**src/rtl/glitch_pkg.sv**
```systemverilog
// Shared definitions for the glitch command controller.
// Holds the opcode byte values, the parser FSM state encoding and helpers
// that tell how many payload bytes follow an opcode.
package glitch_pkg;

  localparam logic [7:0] OP_DELAY  = 8'h64;  // 'd' + 4 payload bytes
  localparam logic [7:0] OP_WIDTH  = 8'h77;  // 'w' + 2 payload bytes
  localparam logic [7:0] OP_ARM    = 8'h61;  // 'a'
  localparam logic [7:0] OP_DISARM = 8'h72;  // 'r'

  typedef enum logic [1:0] {
    ST_IDLE,
    ST_PAYLOAD,
    ST_EXEC,
    ST_RESP
  } state_t;

  // Number of payload bytes that follow an opcode; 0 for opcode-only or unknown.
  function automatic logic [2:0] payload_len(input logic [7:0] op);
    case (op)
      OP_DELAY: return 3'd4;
      OP_WIDTH: return 3'd2;
      default:  return 3'd0;
    endcase
  endfunction

  function automatic logic is_known(input logic [7:0] op);
    return (op == OP_ARM) || (op == OP_DISARM) || (payload_len(op) != 3'd0);
  endfunction

endpackage

```
**src/rtl/glitch_cmd_ctrl_if.sv**
```systemverilog
// UART-side handshake bundle of the glitch command controller.
//   i_rx_ready  receiver -> ctrl : one-cycle pulse, i_rx_byte valid
//   i_rx_byte   receiver -> ctrl : received byte
//   i_tx_busy   transmitter -> ctrl : transmitter busy
//   o_tx_start  ctrl -> transmitter : one-cycle pulse, send o_tx_byte
//   o_tx_byte   ctrl -> transmitter : response byte
// master = UART side, slave = controller.
interface glitch_cmd_ctrl_if;

  logic       i_rx_ready;
  logic [7:0] i_rx_byte;
  logic       i_tx_busy;
  logic       o_tx_start;
  logic [7:0] o_tx_byte;

  modport master (
    output i_rx_ready, i_rx_byte, i_tx_busy,
    input  o_tx_start, o_tx_byte
  );

  modport slave (
    input  i_rx_ready, i_rx_byte, i_tx_busy,
    output o_tx_start, o_tx_byte
  );

endinterface

```
**src/rtl/glitch_cmd_ctrl.sv**
```systemverilog
// Command sequencer between uart_rx/uart_tx and the glitch pulse generator.
// Parses framed opcode+payload commands from the receiver, configures the
// glitch engine (delay, width, arm) and answers every frame with ACK or NAK.
// Ports:
//   clk, rst_n  clock and asynchronous active-low reset
//   uart        UART handshake bundle (slave modport)
//   i_fired     one-cycle pulse: armed glitch has fired
//   o_delay     glitch delay in clk cycles
//   o_width     glitch width in clk cycles (never 0)
//   o_armed     glitch engine armed
//   o_overrun   one-cycle pulse: byte dropped while a response was pending
module glitch_cmd_ctrl
  import glitch_pkg::*;
#(
  parameter int         CLK_FREQ       = 12000000,
  parameter int         TIMEOUT_CYCLES = CLK_FREQ / 100,
  parameter logic [7:0] ACK_BYTE       = 8'h6B,
  parameter logic [7:0] NAK_BYTE       = 8'h3F
) (
  input  logic                     clk,
  input  logic                     rst_n,
  glitch_cmd_ctrl_if.slave         uart,
  input  logic                     i_fired,
  output logic [31:0]              o_delay,
  output logic [15:0]              o_width,
  output logic                     o_armed,
  output logic                     o_overrun
);

  localparam int GAP_W = $clog2(TIMEOUT_CYCLES);

  logic       rx_ready;
  logic [7:0] rx_byte;
  logic       tx_busy;
  assign rx_ready = uart.i_rx_ready;
  assign rx_byte  = uart.i_rx_byte;
  assign tx_busy  = uart.i_tx_busy;

  state_t             state, state_next;
  logic [7:0]         opcode;
  logic [2:0]         count;
  logic [31:0]        shadow;
  logic [GAP_W-1:0]   gap;
  logic               gap_expired;
  logic               tx_start_q;
  logic [7:0]         tx_byte_q;

  logic               load_resp;
  logic [7:0]         resp_byte;
  logic               commit_delay;
  logic               commit_width;
  logic               set_arm;
  logic               clr_arm;
  logic               send;

  assign gap_expired   = (gap == GAP_W'(TIMEOUT_CYCLES - 1));
  assign uart.o_tx_start = tx_start_q;
  assign uart.o_tx_byte  = tx_byte_q;

  // State register.
  always_ff @(posedge clk or negedge rst_n) begin
    if (!rst_n) state <= ST_IDLE;
    else        state <= state_next;
  end

  // Next-state logic. A byte arriving on the same cycle the gap timer
  // expires still counts, so the frame is not aborted.
  always_comb begin
    state_next = state;
    case (state)
      ST_IDLE: begin
        if (rx_ready) begin
          if (payload_len(rx_byte) != 3'd0) state_next = ST_PAYLOAD;
          else if (is_known(rx_byte))       state_next = ST_EXEC;
          else                              state_next = ST_RESP;
        end
      end
      ST_PAYLOAD: begin
        if (rx_ready) begin
          if (count == 3'd1) state_next = ST_EXEC;
        end else if (gap_expired) begin
          state_next = ST_RESP;
        end
      end
      ST_EXEC: state_next = ST_RESP;
      ST_RESP: if (!tx_busy) state_next = ST_IDLE;
      default: state_next = ST_IDLE;
    endcase
  end

  // Output decode: response selection and commit strobes.
  always_comb begin
    load_resp    = 1'b0;
    resp_byte    = NAK_BYTE;
    commit_delay = 1'b0;
    commit_width = 1'b0;
    set_arm      = 1'b0;
    clr_arm      = 1'b0;
    send         = 1'b0;
    case (state)
      ST_IDLE:    load_resp = rx_ready && !is_known(rx_byte);
      ST_PAYLOAD: load_resp = !rx_ready && gap_expired;
      ST_EXEC: begin
        load_resp = 1'b1;
        case (opcode)
          OP_DELAY: begin
            if (!o_armed) begin
              commit_delay = 1'b1;
              resp_byte    = ACK_BYTE;
            end
          end
          OP_WIDTH: begin
            // A zero width would make the engine emit nothing; refuse it.
            if (!o_armed && shadow[15:0] != 16'd0) begin
              commit_width = 1'b1;
              resp_byte    = ACK_BYTE;
            end
          end
          OP_ARM: begin
            set_arm   = 1'b1;
            resp_byte = ACK_BYTE;
          end
          OP_DISARM: begin
            clr_arm   = 1'b1;
            resp_byte = ACK_BYTE;
          end
          default: resp_byte = NAK_BYTE;
        endcase
      end
      ST_RESP: send = !tx_busy;
      default: ;
    endcase
  end

  // Frame capture: opcode, remaining byte count, payload shadow and gap timer.
  // The shadow is cleared per frame so a short payload never carries old bytes.
  always_ff @(posedge clk or negedge rst_n) begin
    if (!rst_n) begin
      opcode <= 8'h00;
      count  <= 3'd0;
      shadow <= 32'd0;
      gap    <= '0;
    end else begin
      if (state == ST_IDLE && rx_ready) begin
        opcode <= rx_byte;
        count  <= payload_len(rx_byte);
        shadow <= 32'd0;
      end else if (state == ST_PAYLOAD && rx_ready) begin
        shadow <= {shadow[23:0], rx_byte};
        count  <= count - 3'd1;
      end
      if (state == ST_PAYLOAD && !rx_ready) gap <= gap + 1'b1;
      else                                  gap <= '0;
    end
  end

  // Registered outputs. Arm commit has priority over a simultaneous fire.
  always_ff @(posedge clk or negedge rst_n) begin
    if (!rst_n) begin
      o_delay    <= 32'd0;
      o_width    <= 16'd1;
      o_armed    <= 1'b0;
      o_overrun  <= 1'b0;
      tx_start_q <= 1'b0;
      tx_byte_q  <= 8'h00;
    end else begin
      if (commit_delay) o_delay <= shadow;
      if (commit_width) o_width <= shadow[15:0];
      if (set_arm)                 o_armed <= 1'b1;
      else if (clr_arm || i_fired) o_armed <= 1'b0;
      if (load_resp) tx_byte_q <= resp_byte;
      tx_start_q <= send;
      o_overrun  <= rx_ready && (state == ST_EXEC || state == ST_RESP);
    end
  end

endmodule

```
**src/flat_wrapper.sv**
```systemverilog
// flat-port wrapper written by rule: the top's interface ports become plain ports
module glitch_cmd_ctrl_flat import glitch_pkg::*;
#(
  parameter int         CLK_FREQ       = 12000000,
  parameter int         TIMEOUT_CYCLES = CLK_FREQ / 100,
  parameter logic [7:0] ACK_BYTE       = 8'h6B,
  parameter logic [7:0] NAK_BYTE       = 8'h3F
)
  (clk, rst_n, i_fired, o_delay, o_width, o_armed, o_overrun, uart_i_rx_ready, uart_i_rx_byte, uart_i_tx_busy, uart_o_tx_start, uart_o_tx_byte);
  glitch_cmd_ctrl_if uart_i ();
  input  logic clk;
  input  logic rst_n;
  input  logic i_fired;
  output logic [31:0] o_delay;
  output logic [15:0] o_width;
  output logic o_armed;
  output logic o_overrun;
  input wire logic [$bits(uart_i.i_rx_ready)-1:0] uart_i_rx_ready;
  input wire logic [$bits(uart_i.i_rx_byte)-1:0] uart_i_rx_byte;
  input wire logic [$bits(uart_i.i_tx_busy)-1:0] uart_i_tx_busy;
  output wire logic [$bits(uart_i.o_tx_start)-1:0] uart_o_tx_start;
  output wire logic [$bits(uart_i.o_tx_byte)-1:0] uart_o_tx_byte;
  assign uart_i.i_rx_ready = uart_i_rx_ready;
  assign uart_i.i_rx_byte = uart_i_rx_byte;
  assign uart_i.i_tx_busy = uart_i_tx_busy;
  assign uart_o_tx_start = uart_i.o_tx_start;
  assign uart_o_tx_byte = uart_i.o_tx_byte;
  glitch_cmd_ctrl #(.CLK_FREQ(CLK_FREQ), .TIMEOUT_CYCLES(TIMEOUT_CYCLES), .ACK_BYTE(ACK_BYTE), .NAK_BYTE(NAK_BYTE)) u_core (.clk(clk), .rst_n(rst_n), .uart(uart_i), .i_fired(i_fired), .o_delay(o_delay), .o_width(o_width), .o_armed(o_armed), .o_overrun(o_overrun));
endmodule
```
**config.mk**
```make
export PLATFORM = sky130hd
export DESIGN_NAME = glitch_cmd_ctrl_flat
export DESIGN_NICKNAME = d
export VERILOG_FILES = /design/src/rtl/glitch_pkg.sv /design/src/rtl/glitch_cmd_ctrl_if.sv /design/src/rtl/glitch_cmd_ctrl.sv /design/src/flat_wrapper.sv
export SDC_FILE = /design/constraint.sdc
export NUM_CORES = 1
export LEC_CHECK = 0
export CORE_ASPECT_RATIO = 0.8
export CORE_UTILIZATION = 30
export DETAILED_ROUTE_END_ITERATION = 6
export GPL_ROUTABILITY_DRIVEN = 1
export SETUP_SLACK_MARGIN = 0.05
export SLEW_MARGIN = 20
export SYNTH_ARGS = -nofsm -noshare
export SYNTH_HDL_FRONTEND = slang
export SYNTH_SLANG_ARGS = --single-unit
export TNS_END_PERCENT = 1
```
**constraint.sdc**
```tcl
create_clock -name clk -period 4.6 [get_ports clk]
set_input_delay 1.15 -clock clk [delete_from_list [all_inputs] [get_ports clk]]
set_output_delay 1.15 -clock clk [all_outputs]
set_load 0.05 [all_outputs]
```
# After elaboration in Yosys (flattened, before gate mapping)

Index checks and enable logic that the tools add are counted.

Eq/ne operators: 17
$add $sub $neg: 2
Reductions and logical operators: 25
Mux-type cells: 38

Operators with widths:

| cell                    | count |
|---|---|
| $eq A8 B7 Y1 const B    | 8 |
| $mux W32                | 2 |
| $mux W3                 | 8 |
| $pmux W8 S3             | 1 |
| $add A17 B1 Y17 const B | 1 |
| $eq A17 B17 Y1 const B  | 1 |
| $mux W17                | 1 |
| $reduce_bool A16 Y1     | 1 |
| $mux W1                 | 14 |
| $mux W7                 | 2 |
| $mux W2                 | 6 |
| $reduce_bool A3 Y1      | 3 |
| $mux W8                 | 1 |
| $pmux W2 S4             | 1 |
| $logic_and A1 B1 Y1     | 7 |
| $ne A3 B2 Y1 const B    | 2 |
| $pmux W3 S2             | 1 |
| $logic_or A1 B1 Y1      | 5 |
| $eq A2 B2 Y1 const B    | 2 |
| $logic_not A1 Y1        | 4 |
| $ne A2 B2 Y1 const B    | 2 |
| $reduce_and A4 Y1       | 1 |
| $reduce_bool A2 Y1      | 2 |
| $eq A3 B1 Y1 const B    | 1 |
| other kinds (5)         | 5 |

Logic and storage cells: 93
Register bits after elaboration: 121
Input port bits: 13

# Depth between registers and ports, before layout

Gate-level depths: netlist of the first run.

Depth after elaboration: 14
Mapped depth: 7
Mapped depth without buffers: 6

# Worst setup path after synthesis of the first run

Ideal clock, no wire load.

Path kind: input port to flip-flop
From: in uart_i_rx_byte[0]
To: reg u_core.tx_byte_q[4] (netlist: u_core.uart.o_tx_byte[4])
Stages: 5
Path buffers: 1
Slack: 2.193 ns
Data arrival time: 2.260 ns
Data required time: 4.452 ns
Cells stage by stage: clkbuf_1 -> xor2_1 -> mux2_2 -> o31ai_1 -> a22oi_1

Cells in the longest elaborated chain, start to end: 8
Elaborated cells between the ends (all ways): 12
Classes of those cells: eq/ne: 4; mux: 3; reduce/logical: 5

Ends and longest elaborated chain:

| element                 | line                   | text |
|---|---|---|
| start, declared         | flat_wrapper.sv:19     | `input wire logic [$bits(uart_i.i_rx_byte)-1:0] uart_i_rx_byte;` |
| $eq A8 B7 Y1            | glitch_pkg.sv:20       | `case (op)` |
| $pmux W3 S2             | glitch_pkg.sv:20       |  |
| $mux W3                 | glitch_cmd_ctrl.sv:100 | `case (state)` |
| $reduce_bool A3 Y1      | glitch_pkg.sv:28       | `return (op == OP_ARM) \|\| (op == OP_DISARM) \|\| (payload_len(op) != 3'd0);` |
| $logic_or A1 B1 Y1 (*)  | glitch_pkg.sv:28       |  |
| $logic_not A1 Y1 (*)    | glitch_cmd_ctrl.sv:101 | `ST_IDLE: load_resp = rx_ready && !is_known(rx_byte);` |
| $logic_and A1 B1 Y1 (*) | glitch_cmd_ctrl.sv:101 |  |
| $pmux W1 S3 (*)         | glitch_cmd_ctrl.sv:100 |  |
| end signal, assigned    | glitch_cmd_ctrl.sv:171 | `if (load_resp) tx_byte_q <= resp_byte;` |
| end, declared           | glitch_cmd_ctrl.sv:46  | `logic [7:0] tx_byte_q;` |

Every way passes the cells marked *; elsewhere a longest branch is shown, timed or not. The select of a mux whose other input is x is not followed.
A chain may end at the register's enable or synchronous reset.

# Worst setup path in the final report of the first run

From: reg u_core.o_width[0]
To: out o_width[0]

RTL lines:

| element                | line                   | text |
|---|---|---|
| start, declared        | glitch_cmd_ctrl.sv:25  | `output logic [15:0] o_width,` |
| start signal, assigned | glitch_cmd_ctrl.sv:168 | `if (commit_width) o_width <= shadow[15:0];` |
| end, declared          | flat_wrapper.sv:15     | `output logic [15:0] o_width;` |

No word-level cell between the ends.

==> results.py, run 1 <==
metrics = {
    "worst_setup_path": {
        "crit_required_ns": 3.45,
        "critPathKind": "register to primary output",
        "crit_slowest_cell": "clkdlybuf4s50_1",
        "crit_fanout": 2,
        "worstSetupEndpointType": "primary output",
        "path_cells": "clkdlybuf4s50_1",
        "cp.buffers_inverters": 1,
        "crit_family": "buffers and inverters",
        "start_kind": "register",
        "cp_slowest_stage_delay_ns": 0.80,
        "cp.arrival_ns": 1.74,
    },
    "yosys": {
        "synth_edf_count": 0,
        "synthArstFlopShare_pct": 100,
        "yosysUniqueCellTypes": 53,
        "synth_commonest_cells": "115 x dfrtp_1, 56 x mux2_2, 33 x a22o_1",
        "yosysSeqAreaShare_pct": 58.3,
        "synth_most_common_cell": "dfrtp_1",
        "ys.flop_type": "dfrtp_1",
        "synth_top_family_by_area": "multiplexers",
        "ys_ff_latch": 116,
        "syn-mean-instance-area_um2": 13.0,
        "synth_top_area_share_pct": 57.7,
        "netlist_area_um2": 4980,
        "yosysWarnings": 0,
        "syn-instance-count": 382,
        "synth-adder-area-share_pct": 2.01,
        "synthXorXnorAreaFrac_pct": 2.11,
        "synth_compound_area_share_pct": 9.44,
        "synthMuxAreaShare_pct": 13.7,
        "synthTopCellsByArea": "dfrtp_1 58%, mux2_2 13%, a22o_1 5.8%",
        "syn_nets": 403,
        "synthSimpleGateAreaFrac_pct": 11.3,
        "synth_top_area_cell": "dfrtp_1",
    },
    "clocking": {
        "path_clk_slew_ns": 0.05,
        "post-cts-setup-buffer-count": 0,
        "cts_buffers": 17,
        "htreeDepth": 4,
        "worstSkewPairLatency_ns": 0.41,
        "ctsHoldBuffers": 0,
        "cts_buffer_depth": 2,
        "cts_tree": "built",
        "ctsResizeCount": 0,
        "clock-root-buffer": "clkbuf_16",
        "cts.sinks": 116,
    },
    "die": {
        "start_util_pct": 31.1,
        "die_x_um": 146,
        "die_height_um": 117,
        "design.core.area_um2": 16000,
        "die-area_um2": 17100,
        "io_pins": 72,
        "core.rowCount": 41,
    },
    "sta": {
        "setup_violations": 0,
        "whs_ns": 0.501,
        "drv_slew": 0,
        "fmax_ghz": 0.346,
        "slew_headroom_pct": 38.7,
        "hold_viol_final": 0,
        "fin_tns_setup_ns": 0,
        "clock_skew_ns": 0.00694,
        "min_period_ns": 2.89,
        "rsz0062_at_grt": "false",
        "worstMarginPinSlew_ns": 0.918,
        "finalCritPeriodShare_pct": 62.9,
    },
    "worst_hold_path": {
        "hold_class": "register to register",
    },
    "layout": {
        "syn2layout_area_growth_pct": 27.9,
        "final_util_pct": 39.8,
        "antennaDiodeCount": 0,
        "layout-drive-gt1-share_pct": 20.2,
        "nNetsFinal": 474,
        "layoutNonFillerInstCount": 680,
    },
    "pwr": {
        "p_per_area_nw_per_um2": 526,
        "power.leakage_nw": 2.84,
        "ir_worst_vdd_uv": 266,
    },
    "routing": {
        "wl_um": 11400,
        "via_per_inst": 4.90,
        "ant_nets": 0,
        "vias": 3333,
        "drtIter0Drc": 218,
        "dr.pass1.iters": 4,
        "drc": 0,
        "routedWlPerCell_um": 16.7,
    },
    "global_route": {
        "grt_pass1_wl_um": 18900,
        "grt_usage_pct": 14.6,
        "grt_max_degree": 61,
        "grt_pass1_vias": 3524,
        "gr-total-overflow": 0,
        "grt_antenna_before_repair": 0,
    },
    "place": {
        "dp_hpwl_um": 7670,
        "dp.cells": 649,
        "globalplace.congestion": 0.779,
        "port-buffer-count": 70,
    },
    "status": {
        "status": "finished clean",
    },
    "run": {
        "cap_violations": 0,
    },
}
state kept, by name, indices dropped and copies added (netlist names):
register                cells
u_core.o_delay             32
u_core.state                2
u_core.o_armed              1
u_core.o_width             16
u_core.uart.o_tx_start      1
u_core.gap                 17
u_core.o_overrun            1
u_core.uart.o_tx_byte       3
u_core.shadow              32
u_core.opcode               8
u_core.count                3
stage by stage:
step | worst slack (ns) | instance area, µm² | total power [mW]
2_1_floorplan | 2.19 | 4980 | 1.91
3_3_place_gp | 1.57 | 5850 | 2.18
3_5_place_dp | 1.53 | 5850 | 2.20
4_1_cts | 1.68 | 6370 | 3.39
5_1_grt | 1.66 | 6370 | 3.54
6_report | 1.71 | 6370 | 3.35
final cells by class:
cell class / count / area (µm²)
Multi-Input combinational cell: 239 / 1930
Tap cell: 215 / 269
Timing Repair Buffer: 74 / 728
Sequential cell: 116 / 2900
Clock inverter: 6 / 55.1
Inverter: 5 / 18.8
Fill cell: 1525 / 9630
Clock buffer: 25 / 465
worst paths after layout:
path / cells past startpoint / to / start / slack, ns
setup / recovery: 1 / o_width[0] / u_core.o_width[0]$_DFFE_PN1P_ / 1.71
hold / removal: 1 / u_core.shadow[24]$_DFFE_PN0P_ / u_core.shadow[24]$_DFFE_PN0P_ / 0.50
setup reg to reg: 5 / u_core.o_width[15]$_DFFE_PN0P_ / u_core.state[0]$_DFFE_PN0P_ / 2.25
hold reg to reg: 1 / u_core.shadow[24]$_DFFE_PN0P_ / u_core.shadow[24]$_DFFE_PN0P_ / 0.50
max in group asynchronous: 2 / u_core.o_width[0]$_DFFE_PN1P_ / rst_n / 2.86
min in group asynchronous: 1 / u_core.gap[14]$_DFF_PN0_ / rst_n / 0.83
metal layers:
metal	GRT usage (%)	up-vias	share of wire, %
met5	0	-	0
met4	5.49	0	0.77
met3	4.61	9	4.5
met2	22.1	73	44
met1	19.7	1711	50
li1	-	1540	-
logic make-up after synthesis:
group                      count (synthesis)
AOI/OAI and AO/OA                         62
xor gates and xnor gates                  12
adders and majority gates                  8
buffers and inverters                     27
DFF                                      116
muxes                                     61
other                                      1
and+or+nand+nor                           95
placed cells by master, fill, tap and decap left out, types with 3 or more instances in the layout:
cell type / synthesis / final
buf_4: 5 / 5
o21ai_0: 8 / 8
and4_1: 4 / 4
a22o_1: 33 / 33
nand2_1: 19 / 19
nor4_1: 4 / 4
nand2b_1: 4 / 3
a21oi_1: 7 / 7
inv_1: 5 / 5
clkinv_2: 0 / 5
nand4_1: 8 / 8
xor2_1: 9 / 9
mux2_1: 3 / 3
ha_1: 8 / 8
xnor2_1: 3 / 3
clkbuf_16: 0 / 17
nor2_1: 18 / 17
mux2_2: 56 / 56
clkdlybuf4s50_1: 0 / 69
nor2b_1: 3 / 3
dfrtp_1: 115 / 115
clkbuf_1: 10 / 7
nor3_1: 4 / 4
or3_1: 4 / 4
nand3_1: 7 / 7
power breakdown:
| part | internal, mW | total (mW) | leakage, nW | switching, mW |
|---|---|---|---|---|
| Clock | 0.747 | 1.17 | 0.259 | 0.421 |
| Combinational | 0.331 | 0.765 | 1.01 | 0.434 |
| Sequential | 1.21 | 1.42 | 1.57 | 0.209 |
| Total | 2.29 | 3.35 | 2.84 | 1.06 |
No activity file was read; power rests on OpenSTA's default activity.
==> inputs of run 2 (changes only) <==
- clock period: 4.6 -> 2.5 ns (I/O delays scaled with it)
==> results.py, run 2 (synthesis results as in run 1) <==
metrics = {
    "clocking": {
        "ctsResizeCount": 0,
        "htreeDepth": 4,
        "worstSkewPairLatency_ns": 0.41,
        "post-cts-setup-buffer-count": 0,
        "cts_buffers": 17,
        "cts.sinks": 116,
        "cts_buffer_depth": 2,
        "cts_tree": "built",
        "path_clk_slew_ns": 0.05,
        "ctsHoldBuffers": 0,
        "clock-root-buffer": "clkbuf_16",
    },
    "sta": {
        "setup_ws_ns": 0.119,
        "fmax_ghz": 0.420,
        "setup_violations": 0,
        "fin_tns_setup_ns": 0,
        "rsz0062_at_grt": "false",
        "clock_skew_ns": 0.0109,
        "hold_viol_final": 0,
        "slew_headroom_pct": 59.5,
        "worstMarginPinSlew_ns": 0.592,
        "min_period_ns": 2.38,
        "finalCritPeriodShare_pct": 95.2,
        "drv_slew": 0,
    },
    "die": {
        "design.core.area_um2": 16000,
        "die_height_um": 117,
        "core.rowCount": 41,
        "die_x_um": 146,
        "io_pins": 72,
        "start_util_pct": 31.1,
        "die-area_um2": 17100,
    },
    "worst_setup_path": {
        "reg2reg_depth": 6,
        "cp.arrival_ns": 1.76,
        "cp_slowest_stage_delay_ns": 0.80,
        "start_kind": "register",
        "crit_family": "buffers and inverters",
        "crit_required_ns": 1.88,
        "path_cells": "clkdlybuf4s50_1",
        "cp.buffers_inverters": 1,
        "ff2ff_setup_slack_ns": 0.44,
        "worstSetupEndpointType": "primary output",
        "critPathKind": "register to primary output",
        "crit_cells": 1,
        "startpoint": "u_core.o_width[0]$_DFFE_PN1P_",
        "reg2reg_from": "u_core.state[0]$_DFFE_PN0P_",
        "timing.rr.end": "u_core.o_delay[23]$_DFFE_PN0P_",
        "crit_fanout": 2,
        "crit_slowest_cell": "clkdlybuf4s50_1",
    },
    "run": {
        "cap_violations": 0,
    },
    "global_route": {
        "grt_max_degree": 45,
        "gr-total-overflow": 0,
        "grt_pass1_vias": 3374,
        "grt_pass1_wl_um": 18400,
        "grt_antenna_before_repair": 0,
        "grt_usage_pct": 14.3,
    },
    "routing": {
        "drc": 0,
        "drtIter0Drc": 177,
        "vias": 3341,
        "via_per_inst": 4.85,
        "routedWlPerCell_um": 16.6,
        "ant_nets": 0,
        "wl_um": 11400,
        "dr.pass1.iters": 5,
    },
    "layout": {
        "nNetsFinal": 482,
        "fillCellCount": 1532,
        "syn2layout_area_growth_pct": 32.7,
        "layout-drive-gt1-share_pct": 22.8,
        "antennaDiodeCount": 0,
        "reg_top3": "u_core.o_delay (32), u_core.shadow (32), u_core.gap (17)",
        "layout_commonest_cell": "dfrtp_1",
        "mostFrequentLayoutCells": "115 x dfrtp_1, 69 x clkdlybuf4s50_1, 56 x mux2_2",
    },
    "place": {
        "place_ws_ns": 0.124,
        "globalplace.congestion": 0.770,
        "dp_hpwl_um": 7830,
        "port-buffer-count": 70,
    },
    "pwr": {
        "p_per_area_nw_per_um2": 1020,
        "ir_worst_vdd_uv": 531,
        "power.leakage_nw": 2.95,
    },
    "status": {
        "status": "finished clean",
    },
    "worst_hold_path": {
        "hold_class": "input pin to async pin",
    },
}
## run 2: cell count changes in the layout (fill, tap and decap cells not counted)
cell	previous run	this run
buf_4	5	10
clkbuf_1	7	2
bufinv_16	1	5
buf_12	0	3
clkbuf_8	1	4
clkinv_2	5	3
clkinvlp_4	0	1
## run 2: where the power goes
part / internal, mW / switching, mW
Combinational: 0.636 / 0.804
Clock: 1.87 / 0.821
Sequential: 2.22 / 0.374
Total: 4.73 / 2.00
## run 2: stage by stage
step | instance area, µm² | hold WS [ns] | cells | util [%] | power, mW
2_1_floorplan | 4980 | 0.329 | 382 | - | 3.51
3_3_place_gp | 5950 | 0.470 | 657 | 37.2 | 4.04
3_5_place_dp | 5950 | 0.484 | 657 | 37.2 | 4.07
4_1_cts | 6610 | 0.193 | 689 | 41.3 | 6.78
5_1_grt | 6610 | 0.207 | 689 | 41.3 | 7.06
6_report | 6610 | 0.180 | 689 | 41.3 | 6.73
## run 2: how the worst max path moves through the flow
stage | endpoint | slack, ns
5_1_grt | o_width[0] | 0.08
4_1_cts | o_width[0] | 0.10
3_3_place_gp | u_core.uart.o_tx_byte[4]$_DFFE_PN0P_ | 0.16
6_report | o_width[0] | 0.12
3_5_place_dp | u_core.uart.o_tx_byte[4]$_DFFE_PN0P_ | 0.12
2_1_floorplan | u_core.uart.o_tx_byte[4]$_DFFE_PN0P_ | 0.62
## run 2: routing by layer
layer	global-route usage, %	vias to the layer above	share of wire (%)
met1	19.2	1680	49
met5	0	-	0
met4	6.04	0	1.3
met2	21.9	84	46
met3	3.88	12	4.1
li1	-	1565	-
## run 2: cell type report
cell class | count | area [µm²] | share of cell area (%)
clock buffers | 23 | 488 | 7.38
clock inverters | 9 | 173 | 2.61
inverters | 5 | 18.8 | 0.284
multi-input cells | 239 | 1930 | 29.3
flip-flops and latches | 116 | 2900 | 43.9
well taps | 215 | 269 | 4.07
repair buffers | 82 | 826 | 12.5
